--- src/rtl/mult_pkg.sv ---
// Shared types and configuration checks for the sequential radix-2^DIGIT multiplier.
package mult_pkg;

    typedef enum logic [1:0] {
        ST_IDLE = 2'd0,
        ST_CALC = 2'd1,
        ST_DONE = 2'd2
    } state_t;

    // Bit d set means DIGIT = d is supported (1, 2 or 4 bits per cycle).
    localparam logic [4:0] DIGIT_LEGAL_MASK = 5'b10110;

    function automatic bit cfg_legal(int unsigned width, int unsigned digit);
        if (digit == 0 || digit > 4) begin
            return 1'b0;
        end
        return DIGIT_LEGAL_MASK[digit[2:0]] && (width >= 8) && ((width % digit) == 0);
    endfunction

endpackage

--- src/rtl/mult_digit_pp.sv ---
// Combinational partial product: one DIGIT-bit multiplier digit times the 2*WIDTH multiplicand.
module mult_digit_pp
    import mult_pkg::*;
#(
    parameter int WIDTH = 64,
    parameter int DIGIT = 2
) (
    input  logic [2*WIDTH-1:0] mcand_i,
    input  logic [DIGIT-1:0]   digit_i,
    output logic [2*WIDTH-1:0] pp_o
);

    always_comb begin
        pp_o = '0;
        for (int i = 0; i < DIGIT; i++) begin
            if (digit_i[i]) begin
                pp_o = pp_o + (mcand_i << i);
            end
        end
    end

endmodule

--- src/rtl/mult_seq_radix.sv ---
// Sequential sign-magnitude multiplier retiring DIGIT multiplier bits per cycle,
// with early termination once the remaining multiplier bits are all zero.
module mult_seq_radix
    import mult_pkg::*;
#(
    parameter int WIDTH = 64,
    parameter int DIGIT = 2
) (
    input  logic               clk,
    input  logic               rst,
    input  logic               in_valid,
    output logic               in_ready,
    input  logic               signed_mode,
    input  logic [WIDTH-1:0]   op1,
    input  logic [WIDTH-1:0]   op2,
    output logic               out_valid,
    input  logic               out_ready,
    output logic [2*WIDTH-1:0] product,
    output logic               busy
);

    localparam int PW = 2 * WIDTH;

    if (!cfg_legal(WIDTH, DIGIT)) begin : g_bad_cfg
        $error("mult_seq_radix: illegal WIDTH=%0d / DIGIT=%0d combination", WIDTH, DIGIT);
    end

    state_t          state_q, state_d;
    logic            mode_q, mode_d;
    logic            neg_q, neg_d;
    logic [PW-1:0]   mcand_q, mcand_d;
    logic [WIDTH-1:0] mplier_q, mplier_d;
    logic [PW-1:0]   acc_q, acc_d;
    logic [PW-1:0]   product_q, product_d;

    logic [WIDTH-1:0] op1_mag, op2_mag, mplier_shift;
    logic [PW-1:0]    pp, acc_next;
    logic             sign;

    // Most-negative operand negates to itself, which reads correctly as 2^(WIDTH-1) unsigned.
    assign op1_mag = (signed_mode && op1[WIDTH-1]) ? -op1 : op1;
    assign op2_mag = (signed_mode && op2[WIDTH-1]) ? -op2 : op2;

    assign sign         = mode_q & neg_q;
    assign mplier_shift = mplier_q >> DIGIT;
    assign acc_next     = acc_q + pp;

    mult_digit_pp #(
        .WIDTH(WIDTH),
        .DIGIT(DIGIT)
    ) u_pp (
        .mcand_i(mcand_q),
        .digit_i(mplier_q[DIGIT-1:0]),
        .pp_o   (pp)
    );

    always_comb begin
        state_d   = state_q;
        mode_d    = mode_q;
        neg_d     = neg_q;
        mcand_d   = mcand_q;
        mplier_d  = mplier_q;
        acc_d     = acc_q;
        product_d = product_q;
        case (state_q)
            ST_IDLE: begin
                if (in_valid) begin
                    mode_d   = signed_mode;
                    neg_d    = op1[WIDTH-1] ^ op2[WIDTH-1];
                    mcand_d  = {{WIDTH{1'b0}}, op1_mag};
                    mplier_d = op2_mag;
                    acc_d    = '0;
                    if (op2_mag == '0) begin
                        product_d = '0;
                        state_d   = ST_DONE;
                    end else begin
                        state_d = ST_CALC;
                    end
                end
            end
            ST_CALC: begin
                acc_d    = acc_next;
                mcand_d  = mcand_q << DIGIT;
                mplier_d = mplier_shift;
                if (mplier_shift == '0) begin
                    product_d = sign ? -acc_next : acc_next;
                    state_d   = ST_DONE;
                end
            end
            ST_DONE: begin
                if (out_ready) begin
                    state_d = ST_IDLE;
                end
            end
            default: state_d = ST_IDLE;
        endcase
    end

    always_ff @(posedge clk) begin
        if (rst) begin
            state_q   <= ST_IDLE;
            mode_q    <= 1'b0;
            neg_q     <= 1'b0;
            mcand_q   <= '0;
            mplier_q  <= '0;
            acc_q     <= '0;
            product_q <= '0;
        end else begin
            state_q   <= state_d;
            mode_q    <= mode_d;
            neg_q     <= neg_d;
            mcand_q   <= mcand_d;
            mplier_q  <= mplier_d;
            acc_q     <= acc_d;
            product_q <= product_d;
        end
    end

    assign in_ready  = (state_q == ST_IDLE);
    assign busy      = (state_q == ST_CALC);
    assign out_valid = (state_q == ST_DONE);
    assign product   = product_q;

endmodule
--- config.mk ---
export PLATFORM = sky130hd
export DESIGN_NAME = mult_seq_radix
export DESIGN_NICKNAME = d
export VERILOG_FILES = /design/src/rtl/mult_pkg.sv /design/src/rtl/mult_digit_pp.sv /design/src/rtl/mult_seq_radix.sv
export SDC_FILE = /design/constraint.sdc
export NUM_CORES = 2
export LEC_CHECK = 0
export BUFFER_PORTS_ARGS = -buffer_cell sky130_fd_sc_hd__buf_2
export CAP_MARGIN = 20
export CORE_ASPECT_RATIO = 1.75
export CORE_MARGIN = 2
export CORE_UTILIZATION = 55
export CTS_CLUSTER_DIAMETER = 200
export CTS_CLUSTER_SIZE = 12
export DETAILED_ROUTE_END_ITERATION = 8
export HOLD_SLACK_MARGIN = 0.03
export PLACE_DENSITY = 0.73
export SETUP_SLACK_MARGIN = 0.5
export SLEW_MARGIN = 20
export SYNTH_ARGS = -nofsm -noshare
export SYNTH_HDL_FRONTEND = slang
export SYNTH_SLANG_ARGS = --single-unit
--- constraint.sdc ---
create_clock -name clk -period 25.6 [get_ports clk]
set_clock_uncertainty 0.2 [all_clocks]
set_input_delay 1.28 -clock clk [delete_from_list [all_inputs] [get_ports clk]]
set_output_delay 1.28 -clock clk [all_outputs]
set_load 0.03 [all_outputs]
# --- After elaboration in Yosys (flattened, before gate mapping) ---
# Index checks and enable logic that the tools add are counted.
word_totals:
  ff_bits: 452
  inputBits: 133
  out_inout_bits: 131
  wordCells: 50
op_classes:
  addsub: 5
  eq_ne: 6
  muxes: 20
  n_bitwise: 2
  reduce_logical: 10
op_table:
  columns: ["operator", "count"]
  rows:
  - ["two-way mux 128 bit", 8]
  - ["case mux 128 bit (2 select lines)", 3]
  - ["adder 128 bit", 2]
  - ["two-way mux 64 bit", 3]
  - ["zero test 64 bit", 2]
  - ["negation 128 bit", 1]
  - ["negation 64 bit", 2]
  - ["case mux 64 bit (2 select lines)", 1]
  - ["two-way mux 2 bit", 4]
  - ["inequality test 2 x 1 -> 1 bit, second input constant", 3]
  - ["case mux 2 bit (3 select lines)", 1]
  - ["AND reduction 2 bit", 2]
  - ["AND reduction 4 bit", 1]
  - ["AND reduction 3 bit", 1]
  - ["== test 2 x 1 -> 1 bit, second input constant", 1]
  - ["== test 2 bit, second input constant", 1]
  - ["logical AND 1 bit", 2]
  - ["zero test 2 bit", 1]
  - ["inequality test 2 bit, second input constant", 1]
  - ["nonzero test 2 bit", 1]
  - ["bitwise AND 1 bit", 1]
  - ["XOR 1 bit", 1]

# --- Depth between registers and ports, before layout ---
depth:
  word_depth: 8
  ltp_mapped: 52
  depth_no_buf: 41

# --- Cells and area by module ---
# From an unflattened synthesis, not the netlist that was laid out.
unflattened:
  cells_unflattened: 6088
  hier_area_um2: 43978.4
by_module_without_submodules:
  columns: ["mod", "n_inst", "cells_each", "area_per_inst_um2", "seq_area_each_um2"]
  rows:
  - ["mult_seq_radix", 1, 4483, 33325.7, 9048.7]
  - ["mult_digit_pp", 1, 1605, 10652.7, 0.0]

# --- Worst setup path before layout ---
# OpenSTA, ideal clock, no wires.
synth_path:
  path_type: "reg2reg"
  startpoint: "reg mplier_q[0]"
  endpoint: "reg product_q[122], in the netlist product[122]"
  setup_time_ns: 0.125
  arrival_ns: 10.083
  t_required_ns: 25.275
  slack_ns: 15.192
  path_stages_with_launch: 53
  path_buffers: 12
  period_less_slack_ns: 10.408
  path_cell_list: "dfxtp_1 buf_4 buf_2 buf_2 buf_2 buf_2 buf_2 buf_2 clkbuf_1 clkbuf_1 clkbuf_1 clkbuf_1 nand2_1 inv_1 ha_1 inv_1 fa_1 a31oi_1 (+17 left out) a21o_1 a21oi_1 a21boi_0 a21oi_1 or4b_1 buf_2 a31oi_1 xor2_1 nand2_1 nor2_2 nand4_4 or4_4 or3b_4 o21ai_4 o21ai_2 a21oi_2 xor2_1 o21ai_1"
synth_between:
  elab_chain_len: 8
synth_rtl:
  columns: ["item", "line", "source"]
  rows:
  - ["start, declared", "mult_seq_radix.sv:32", "logic [WIDTH-1:0] mplier_q, mplier_d;"]
  - ["start signal, assigned", "mult_seq_radix.sv:113", "mplier_q <= mplier_d;"]
  - ["two-way mux 128 bit (*)", "mult_digit_pp.sv:16", "if (digit_i[i]) begin"]
  - ["adder 128 bit", "mult_digit_pp.sv:17", "pp_o = pp_o + (mcand_i << i);"]
  - ["two-way mux 128 bit (*)", "mult_digit_pp.sv:16", null]
  - ["adder 128 bit (*)", "mult_seq_radix.sv:46", "assign acc_next = acc_q + pp;"]
  - ["negation 128 bit", "mult_seq_radix.sv:86", "product_d = sign ? -acc_next : acc_next;"]
  - ["two-way mux 128 bit (*)", "mult_seq_radix.sv:86", null]
  - ["two-way mux 128 bit (*)", "mult_seq_radix.sv:85", "if (mplier_shift == '0) begin"]
  - ["case mux 128 bit (2 select lines) (*)", "mult_seq_radix.sv:65", "case (state_q)"]
  - ["end signal, assigned", "mult_seq_radix.sv:115", "product_q <= product_d;"]
  - ["end, declared", "mult_seq_radix.sv:34", "logic [PW-1:0] product_q, product_d;"]
# Mark *: on every way between the ends. The rest lies on a longest branch, timed or not. The select of a mux whose other input is x is not followed.
# A chain may end at the register's enable or synchronous reset.

# --- Worst setup path in the final report ---
layout_path:
  startpoint: "reg mplier_q[0]"
  endpoint: "reg product_q[126], in the netlist product[126]"
# The elaborated chain is that of the path after synthesis.

==> flow_metrics.tcl <==
set metrics [dict create \
    run_status "finished, final reports clean" \
    finalWirelength_um 152000 \
    use_met3_pct 3.41 \
    ys_flop_type "sky130_fd_sc_hd__dfxtp_1" \
    synth_sequential_area_ratio_pct 21.0 \
    die_y_um 374 \
    fp.coreArea_um2 77500 \
    fmax_mhz 86.9 \
    p_leak_nw 17.7 \
    worst_ir_drop_vdd_mv 0.0441 \
    power.combinational.fraction_pct 24.1 \
    io_buffer_count 263 \
    fp.dieW_um 215 \
    yosys_register_bits 452 \
    grt_start_max_net_pins 96 \
    synth.most_common_cell "sky130_fd_sc_hd__nand2_1" \
    route.vias.total 45300 \
    yosys.area.top_type_share_pct 21.0 \
    standard_cell_with_the_maximum_stage_delay_on_the_critical_path "sky130_fd_sc_hd__o41ai_1" \
    detail_route.iter0.violations 3566 \
    share_clk_of_total_power_pct 32.9 \
    global_route.overflow_total 0 \
    rsz_0062_raised_after_global_routing "false" \
    p_sw_share_pct 36.1 \
    synthesis.area_per_instance_um2 7.00 \
    post_drt_via_cell_ratio 6.40 \
    drive_gt1_share_pct 8.95 \
    path_delay_family "compound AO/OA/AOI/OAI gates" \
    hold_class "flip-flop to flip-flop" \
    setup_viol_count_final 0 \
    fp.dieArea_um2 80600 \
    mappedNetlistNets 6499 \
    hpwlAfterDp_um 117000 \
    min_period_ps 11510 \
    grt_antenna_before_repair 5 \
    seq_power_share_pct 42.9 \
    max_cap_viol_count 0 \
    max_root_sink_buffers 3 \
    yosys.cell_types.count 121 \
    required_ps 25900 \
    cts_tree "yes" \
    critical_path_class "flip-flop to flip-flop" \
    period_share_pct 44.9 \
    cts_setup_buffers 0 \
    vias_in_the_first_global_route 43200 \
    worst_hold_slack_ps 245 \
    crit_cells 33 \
    grt_most_used_layer "met2" \
    core.rowCount 135 \
    drc 0 \
    syn_inst 6154 \
    nNetsFinal 6383 \
    synth.area.top_cells "sky130_fd_sc_hd__dfxtp_1 (21%), sky130_fd_sc_hd__a21oi_1 (8.0%), sky130_fd_sc_hd__nand2_1 (6.8%), sky130_fd_sc_hd__ha_1 (6.1%), sky130_fd_sc_hd__xor2_1 (5.8%)" \
    cts.hold.buffers_added 0 \
    kind_of_end_point_of_the_critical_path "flip-flop" \
    wire_per_inst_um 21.5 \
    dp_cells 7019 \
    post_synthesis_instance_area_um2 43100 \
    synth-edff-count 0 \
    grt_first_pass_wirelength_um 235000 \
    clock_latency_late_sink_ps 640 \
    start_util_pct 55.5 \
    synth_common_cells "sky130_fd_sc_hd__nand2_1 (778), sky130_fd_sc_hd__a21oi_1 (689), sky130_fd_sc_hd__nor2_1 (652)" \
    grt_util_met1_pct 40.3 \
    cts_made_buffers 43 \
    synth-warning-count 0 \
    synth_largest_area_cell "sky130_fd_sc_hd__dfxtp_1" \
    drv_slew 0 \
    cpMostUsedCell "sky130_fd_sc_hd__a21oi_1" \
    net-switching-power_mw 0.667 \
    postRouteAntennaNets 0 \
    drt_pass_1_iters 8 \
    placedInstanceArea_um2 44200 \
    htree_levels 2 \
    critical_path_peak_fanout 83 \
    timing.critical_path.from_type "flip-flop" \
    final_cells 7072 \
    timing.final.hold_violations 0 \
    cts_resized 0 \
    clock-root-buffer "sky130_fd_sc_hd__clkbuf_16" \
    floorplan.io_pins 264 \
    grtUsageTotal_pct 36.1 \
    tot_pwr_mw 1.85 \
    setup.reg_to_reg.worst_slack_ps 14090 \
    tightest_slew_ps 1130 \
    power_per_cell_area_nw_per_um2 40.7 \
    area_growth_synth_to_finish_pct 5.43 \
    worst-endpoint-arrival_ps 11800 \
    gp_congestion 1.05 \
    stdcell_area_um2 45400 \
    worstRegToRegCells 33 \
    tightest_slew_margin_relative_to_the_limit_pct 23.9 \
    slowest_delay_ps 980 \
    met2_usage_pct 65.4 \
    power.internal_mw 1.18 \
    fin_tns_setup_ps 0 \
    timing.hold.worst_path_depth 2 \
    clk_pin_slew_ps 70 \
    async_flop_share_pct 0 \
    cts.sink_count 452 \
    timing.critical_path.buf_inv 2 \
]
## power by group through the flow
stage                     Clock (mW)  Combinational [mW]  Sequential [mW]
after floorplan                    0               0.345            0.760
after global placement             0               0.430            0.806
after detailed placement           0               0.434            0.807
after CTS                      0.618               0.436            0.791
after global routing           0.638               0.481            0.799
final                          0.608               0.446            0.793
## worst reg2reg max path: cells and delay by family, from the launching register on
kind	cells	cell delay, ps
fa+ha+maj	1	420
buf+inv	2	1260
xor+xnor	2	620
compound gates	21	6420
flops	1	760
mux	1	280
simple gates	6	1410
## cells by family after synthesis
kind of cell	Yosys count	share of synthesized area, %
flip-flops	452	21.0
AND/OR/NAND/NOR	2386	26.5
buffers and inverters	596	5.41
AO/OA/AOI/OAI	1885	27.8
XOR/XNOR	549	11.2
adder cells (fa/ha/maj)	213	6.22
multiplexers	73	1.87
## routing by layer
| layer | vias to the layer above | wire length [um] | part of all wire, % |
|---|---|---|---|
| met5 | - | 0 | 0 |
| met3 | 499 | 7720 | 5.1 |
| met4 | 0 | 10600 | 7.0 |
| li1 | 21800 | - | - |
| met1 | 21200 | 57700 | 38 |
| met2 | 1708 | 75900 | 50 |
## state kept, by name, indices dropped and copies added, names as in the netlist
| signal | flops |
|---|---|
| acc_q | 128 |
| mcand_q | 128 |
| mode_q | 1 |
| mplier_q | 64 |
| neg_q | 1 |
| product | 128 |
| state_q | 2 |
## layout by cell type (no fill, tap or decap), types with 57 or more instances in the layout
cell type,count
sky130_fd_sc_hd__nand2_1,775
sky130_fd_sc_hd__a21oi_1,689
sky130_fd_sc_hd__nor2_1,651
sky130_fd_sc_hd__dfxtp_1,450
sky130_fd_sc_hd__o21ai_0,310
sky130_fd_sc_hd__xor2_1,284
sky130_fd_sc_hd__xnor2_1,265
sky130_fd_sc_hd__buf_2,262
sky130_fd_sc_hd__ha_1,210
sky130_fd_sc_hd__nand3_1,204
sky130_fd_sc_hd__a22oi_1,143
sky130_fd_sc_hd__inv_1,133
sky130_fd_sc_hd__nand4_1,133
sky130_fd_sc_hd__a21o_1,132
sky130_fd_sc_hd__nor3_1,106
sky130_fd_sc_hd__and2_1,86
sky130_fd_sc_hd__a31oi_1,79
sky130_fd_sc_hd__or3_1,67
sky130_fd_sc_hd__nor4_1,66
sky130_fd_sc_hd__mux2_2,61
sky130_fd_sc_hd__o21bai_1,60
sky130_fd_sc_hd__a2111oi_0,57
## per-stage QoR
step | utilization (%) | worst slack [ps]
finish | 58.5 | 14090
global route | 58.5 | 13600
CTS | 58.5 | 14400
detailed placement | 57.0 | 14440
global placement | 57.0 | 14520
floorplan | - | 15190
## worst paths after layout
kind,start,end
worst max register to register,mplier_q[0],product[126]
worst min-delay path,product[114],product[114]
worst min register to register,product[114],product[114]
worst max-delay path,mplier_q[0],product[126]
## final cells by class
cell class	instances	area (um2)
Antenna cell	3	7.51
Clock inverter	4	85.1
Timing Repair Buffer	301	1630
Tap cell	1027	1280
Inverter	134	508
Sequential cell	452	9060
Fill cell	7740	32100
Multi-Input combinational cell	5106	31700
Clock buffer	45	1080
Note: power is estimated with default switching activity, not from simulation.
